`src/rtl/serial_adder_ctrl.sv`:
```
// Bit-serial adder sequencer: one shared NAND-based full-adder cell,
// LSB first, with carry flop, bit counter and operand/result shifters.
module serial_adder_ha (
  input  logic x_i,
  input  logic y_i,
  output logic s_o,
  output logic c_o
);
  logic n0, n1, n2;

  assign n0  = ~(x_i & y_i);
  assign n1  = ~(x_i & n0);
  assign n2  = ~(y_i & n0);
  assign s_o = ~(n1 & n2);
  assign c_o = ~n0;
endmodule

module serial_adder_ctrl #(
  parameter int WIDTH = 8
) (
  input  logic             clk,
  input  logic             rst_n,
  input  logic             start,
  input  logic [WIDTH-1:0] a_in,
  input  logic [WIDTH-1:0] b_in,
  input  logic             cin,
  output logic             ready,
  output logic             busy,
  output logic             done,
  output logic [WIDTH-1:0] sum_out,
  output logic             cout_out
);
  localparam int CW = (WIDTH > 1) ? $clog2(WIDTH) : 1;
  localparam logic [CW-1:0] LAST = CW'(WIDTH - 1);

  typedef enum logic [1:0] {
    S_IDLE,
    S_RUN,
    S_DONE
  } state_t;

  state_t           state_q, state_d;
  logic [CW-1:0]    cnt_q, cnt_d;
  logic             carry_q, carry_d;
  logic [WIDTH-1:0] a_q, a_d;
  logic [WIDTH-1:0] b_q, b_d;
  logic [WIDTH-1:0] res_q, res_d;
  logic [WIDTH-1:0] sum_q, sum_d;
  logic             cout_q, cout_d;

  logic             s1, c1, s2, c2;
  logic             fa_s, fa_c;
  logic [WIDTH:0]   shift;

  serial_adder_ha u_ha0 (
    .x_i (a_q[0]),
    .y_i (b_q[0]),
    .s_o (s1),
    .c_o (c1)
  );

  serial_adder_ha u_ha1 (
    .x_i (s1),
    .y_i (carry_q),
    .s_o (s2),
    .c_o (c2)
  );

  assign fa_s  = s2;
  assign fa_c  = c1 | c2;
  // New bit enters at the MSB; the slice also covers WIDTH=1.
  assign shift = {fa_s, res_q};

  always_comb begin
    state_d = state_q;
    cnt_d   = cnt_q;
    carry_d = carry_q;
    a_d     = a_q;
    b_d     = b_q;
    res_d   = res_q;
    sum_d   = sum_q;
    cout_d  = cout_q;
    unique case (state_q)
      S_IDLE: begin
        if (start) begin
          a_d     = a_in;
          b_d     = b_in;
          carry_d = cin;
          cnt_d   = '0;
          state_d = S_RUN;
        end
      end
      S_RUN: begin
        a_d     = a_q >> 1;
        b_d     = b_q >> 1;
        carry_d = fa_c;
        res_d   = shift[WIDTH:1];
        cnt_d   = cnt_q + CW'(1);
        if (cnt_q == LAST) begin
          sum_d   = shift[WIDTH:1];
          cout_d  = fa_c;
          state_d = S_DONE;
        end
      end
      S_DONE: state_d = S_IDLE;
      default: state_d = S_IDLE;
    endcase
  end

  always_ff @(posedge clk) begin
    if (!rst_n) begin
      state_q <= S_IDLE;
      cnt_q   <= '0;
      carry_q <= 1'b0;
      a_q     <= '0;
      b_q     <= '0;
      res_q   <= '0;
      sum_q   <= '0;
      cout_q  <= 1'b0;
    end else begin
      state_q <= state_d;
      cnt_q   <= cnt_d;
      carry_q <= carry_d;
      a_q     <= a_d;
      b_q     <= b_d;
      res_q   <= res_d;
      sum_q   <= sum_d;
      cout_q  <= cout_d;
    end
  end

  assign ready    = (state_q == S_IDLE);
  assign busy     = (state_q == S_RUN);
  assign done     = (state_q == S_DONE);
  assign sum_out  = sum_q;
  assign cout_out = cout_q;
endmodule

```
`config.mk`:
```
export PLATFORM = sky130hd
export DESIGN_NAME = serial_adder_ctrl
export DESIGN_NICKNAME = d
export VERILOG_FILES = /design/src/rtl/serial_adder_ctrl.sv
export SDC_FILE = /design/constraint.sdc
export NUM_CORES = 1
export LEC_CHECK = 0
export CORE_MARGIN = 1
export CORE_UTILIZATION = 45
export DETAILED_ROUTE_END_ITERATION = 6
export GPL_ROUTABILITY_DRIVEN = 0
export HOLD_SLACK_MARGIN = 0.15
export PLACE_DENSITY = 0.77
export SYNTH_ARGS = -nofsm -noshare
export SYNTH_HDL_FRONTEND = slang
export SYNTH_SLANG_ARGS = --single-unit
```
`constraint.sdc`:
```
create_clock -name clk -period 1.3 [get_ports clk]
set_input_delay 0.13 -clock clk [delete_from_list [all_inputs] [get_ports clk]]
set_output_delay 0.13 -clock clk [all_outputs]
set_load 0.02 [all_outputs]
```
After elaboration in Yosys (flattened, before gate mapping):

Index checks and enable logic that the tools add are counted.

* reductions and logical operators: 5
* bitwise gates (word level): 17
* equality and inequality tests: 5
* muxes and demuxes: 11
* add/sub/neg operators: 1

Operators with widths (count)
* $pmux W8 S2: 2
* $mux W8: 2
* $and A1 B1 Y1: 8
* $not A1 Y1: 8
* $pmux W3 S2: 1
* $reduce_and A2 Y1: 3
* $mux W2: 2
* $pmux W2 S2: 1
* $add A3 B1 Y3 const B: 1
* $eq A3 B3 Y1 const B: 1
* $mux W3: 1
* $eq A2 B1 Y1 const B: 1
* $eq A2 B2 Y1 const B: 1
* $logic_not A2 Y1: 1
* $ne A2 B1 Y1 const B: 1
* $ne A2 B2 Y1 const B: 1
* $pmux W1 S2: 1
* $reduce_bool A2 Y1: 1
* $mux W1: 1
* $or A1 B1 Y1: 1

* output and inout bits: 12
* bits of input ports: 20
* bits in registers: 39

Longest topological paths before layout:

* word-level depth: 12
* mapped depth: 6

Modules after synthesis:

From an unflattened synthesis, not the netlist that was laid out.

* cells, all modules: 171
* area, all modules: 1640.3 um2

Modules (own cells, without submodules)
* serial_adder_ctrl: sequential area each 760.7 um2, area each 1615.3 um2, cells each 169, times used 1
* serial_adder_ha: sequential area each 0.0 um2, area each 12.5 um2, cells each 1, times used 2

Least setup slack after synthesis:

OpenSTA, ideal clock, no wires.

* kind: reg-to-reg
* start: register state_q[0]
* end: register a_q[0]
* data arrival time: 1227 ps
* stages on the path, launching flop included: 7
* path slack: -44 ps
* path through: dfxtp_1 > buf_6 > or3b_1 > buf_6 > buf_12 > o221ai_2 > nor2_1

* longest elaborated chain between the ends: 3
* elaborated cells between the ends (all ways): 6

RTL lines
* start: declaration: line 42 `state_t state_q, state_d;`
* start signal: assignment: line 121 `state_q <= state_d;`
* $eq A2 B1 Y1 / $logic_not A2 Y1 (equally long branches): line 83 `unique case (state_q)`
* $reduce_bool A2 Y1 (no line) / $ne A2 B2 Y1 (equally long branches)
* $reduce_and A2 Y1 (no line)
* end signal: assignment: line 115 `a_q <= '0;`
* end signal: assignment: line 124 `a_q <= a_d;`
* end: declaration: line 45 `logic [WIDTH-1:0] a_q, a_d;`

Several ways; a longest one is shown, not always the timed one.
A chain may end at the register's enable or synchronous reset.

Worst setup path after layout:

* start: register state_q[0]
* end: register a_q[1]

Same word-level chain as after synthesis.

==> results.txt <==
----------------------------------------------------
[Cells and area]
  Non-filler instance count after layout ... 256
  N_diodes ... 0
  Net count, final ... 232
  Area growth from synthesis to layout ... 35.24%
  Share of cells above drive strength 1 ... 22.86%
  Final core utilization ... 64.45%

[Critical path]
  Critical register-to-register path endpoint ... a_q[1]
  Startpoint of the lowest-slack register-to-register path ... state_q[0]
  Highest net fanout along the worst path ... 8
  Worst path required time ... 1.54 ns
  Data arrival time of the critical path ... 1.52 ns
  CP Launch Type ... register
  Reg2reg path depth ... 4
  Register-to-register path setup slack ... 0.02 ns
  Kind of capture point of the worst setup path ... register
  Crit Path Category ... register to register

[Logic synthesis]
  Cell count after synthesis ... 171
  Area share of the leading cell type in the synthesized netlist ... 47.10%
  Number of synthesized register bits ... 38
  Post-synth top area cell ... sky130_fd_sc_hd__dfxtp_1
  Share of synthesized area occupied by flip-flops and latches ... 47.10%
  Biggest area contributors in the synthesized netlist ... sky130_fd_sc_hd__dfxtp_1 (47%), sky130_fd_sc_hd__o221ai_2 (9.3%), sky130_fd_sc_hd__a21boi_0 (7.4%)
  Asr flop ratio synth ... 0%
  Most common cell in the netlist ... sky130_fd_sc_hd__dfxtp_1
  Synthesis warning total ... 0
  Avg Inst Size Synth ... 9.446 sq um
  Synth unique cells ... 26
  Count of flip-flops with a built-in enable after synthesis ... 0
  Post-synthesis net count ... 194
  Commonest cells post-synth ... sky130_fd_sc_hd__dfxtp_1 (38), sky130_fd_sc_hd__nor2_1 (31), sky130_fd_sc_hd__nand2_1 (23)
  Netlist area before placement ... 0.001615 sq mm
  Post-synth top flop ... sky130_fd_sc_hd__dfxtp_1

[Floorplanning]
  Starting density of the core ... 47.66%
  DIE WIDTH ... 61.91 um
  Number of top-level pins ... 32
  Num rows ... 21
  Floorplan core area ... 0.003390 sq mm
  Height of the chip ... 61.91 um
  DIE AREA ... 0.003833 sq mm

[Power and ir drop]
  Maximum ir drop on the vdd rail ... 0.7005 mV
  Power density over the cells ... 1036 mW/mm^2
  Leak pwr ... 0.8481 nW
  Total power ... 0.002262 W

[CTS]
  Clock-pin transition on the worst setup and hold timing paths ... 0.11 ns
  Max Buffers Root-to-Sink ... 2
  Post-CTS Hold Fix Bufs ... 0
  CTS Root Buffer Type ... sky130_fd_sc_hd__clkbuf_4
  TritonCTS Buffers ... 5
  Num Clock Sinks ... 38
  H-tree level count ... 2
  Skew-Pair Late Insertion Delay ... 0.34 ns
  TritonCTS clock tree ... done

[Hold path]
  Worst min-delay path class ... input port to register
  Worst hold path startpoint ... a_in[5]
  Capture endpoint of the worst hold path ... a_q[5]
  Count of cells along the worst hold path ... 3

[Timing]
  Worst clock skew ... 0.005864 ns
  Max-slew violation count ... 0
  Transition time at the pin with the least slew margin ... 0.3404 ns
  Period minus WS final ... 1.283 ns
  Final hold vios ... 0
  Peak clock frequency supported by timing ... 779.2 MHz
  RSZ-0062 raised after global routing ... yes
  Setup Viol. Count Final ... 0
  Ratio of final minimum period to clock period ... 98.73%
  Relative slew slack ... 77.26%

[Placement]
  Hpwl dp ... 2211 um
  Cell total after placement ... 244
  Port-buffer cells ... 31

[GRT]
  GRT Residual Overflow ... 0
  Number of global-route vias before repair ... 1236
  Initial antenna violation count ... 0
  Total global routing track utilization ... 18.94%
  Maximum number of pins on one net before global-route repair ... 39
  Global-route wire length before repair ... 5244 um

[Drt]
  Via count normalized by instance count ... 5.293
  Remaining DRCs ... 0
  DRT iter0 DRCs ... 32
  Drt wl/cell ... 13.42 um
  Vias post-DR ... 1355
  Aggregate routed wire length ... 3436 um
  1st-pass router iterations ... 5
  Post-DRT Antenna Nets ... 0

[Flow run]
  Max_cap viols ... 0

[Run status]
  Status ... completed

----------------------------------------------------
## placed cells by master, fill, tap and decap left out, types with 4 or more instances in the layout
cell and instances:
sky130_fd_sc_hd__o221ai_2 13, sky130_fd_sc_hd__a21boi_0 9, sky130_fd_sc_hd__nor2_1 31, sky130_fd_sc_hd__nand2_1 23, sky130_fd_sc_hd__clkdlybuf4s50_1 19, sky130_fd_sc_hd__clkbuf_4 5, sky130_fd_sc_hd__a21boi_1 6, sky130_fd_sc_hd__dfxtp_1 35
sky130_fd_sc_hd__buf_4 8, sky130_fd_sc_hd__nand3_1 9, sky130_fd_sc_hd__nor2b_1 5, sky130_fd_sc_hd__a22oi_1 4, sky130_fd_sc_hd__buf_12 4, sky130_fd_sc_hd__dlygate4sd2_1 9
## stage by stage
step	TNS, ns	area [sq um]	setup slack, ns	hold WS [ns]
after detailed placement	-3.531	1992	-0.2736	0.4557
final	0	2185	0.01655	0.4120
after CTS	0	2069	0.005691	0.4124
after global placement	-2.719	1992	-0.2174	0.4485
after floorplan	-0.2926	1615	-0.02926	0.3081
after global routing	-0.1420	2185	-0.03087	0.4136
## worst max path at each step
stage / start / end / slack [ns] / cells past startpoint
global route: state_q[0] / a_q[5] / -0.03 / 4
floorplan: state_q[0] / a_q[0] / -0.03 / 6
detailed placement: start / carry_q / -0.27 / 5
finish: state_q[0] / a_q[1] / 0.02 / 4
global placement: start / carry_q / -0.22 / 5
CTS: state_q[0] / a_q[6] / 0.006 / 4
## routing by layer
metal	wire length, um	vias up	global-route usage, %	share of wire (%)
li1	-	669	-	-
met1	1475	645	21.84	43
met2	1733	34	32.57	50
met3	157	7	6.004	4.6
met4	71	0	7.619	2.1
met5	0	-	0	0
## power breakdown
| part | switching, W | internal (W) |
|---|---|---|
| Clock | 0.000375 | 0.000262 |
| Combinational | 0.000171 | 0.000194 |
| Sequential | 0.0000429 | 0.00122 |
| Total | 0.000588 | 0.00167 |
## layout make-up
class	instances	area, sq um
tap	46	57.56
sequential	38	769.5
inverter	2	7.507
clock buffer	7	55.05
fill	282	1205
clock inverter	1	5.005
multi-input combinational	117	823.3
timing repair buffer	45	466.7
## critical path, stage by stage (launching register included)
cell and delay [ns]:
sky130_fd_sc_hd__dfxtp_4 0.37, sky130_fd_sc_hd__or3b_4 0.44, sky130_fd_sc_hd__buf_12 0.16, sky130_fd_sc_hd__o221ai_2 0.15
sky130_fd_sc_hd__nor2_1 0.06
## cells by family after synthesis
family	Yosys count	share of synthesized area, %
compound gates	37	22.39
simple gates	75	20.37
fa+ha+maj	3	2.788
buf+inv	16	6.119
flops	38	47.10
mux	2	1.239
## sequential cells by signal, indices dropped and copies added (netlist names)
register and flops:
sum_out 8, cout_out 1, carry_q 1, a_q 8, res_q 7, state_q 2, b_q 8, cnt_q 3
## timing repair
item / in CTS / in global routing
gates cloned: 0 / 1
setup buffers: 1 / 2
pin swaps: 2 / 9
endpoints found under the hold margin: 0 / 0
resized for setup: 24 / 27
setup endpoints to repair: 28 / 17
Power figures use the tool's default switching activity.
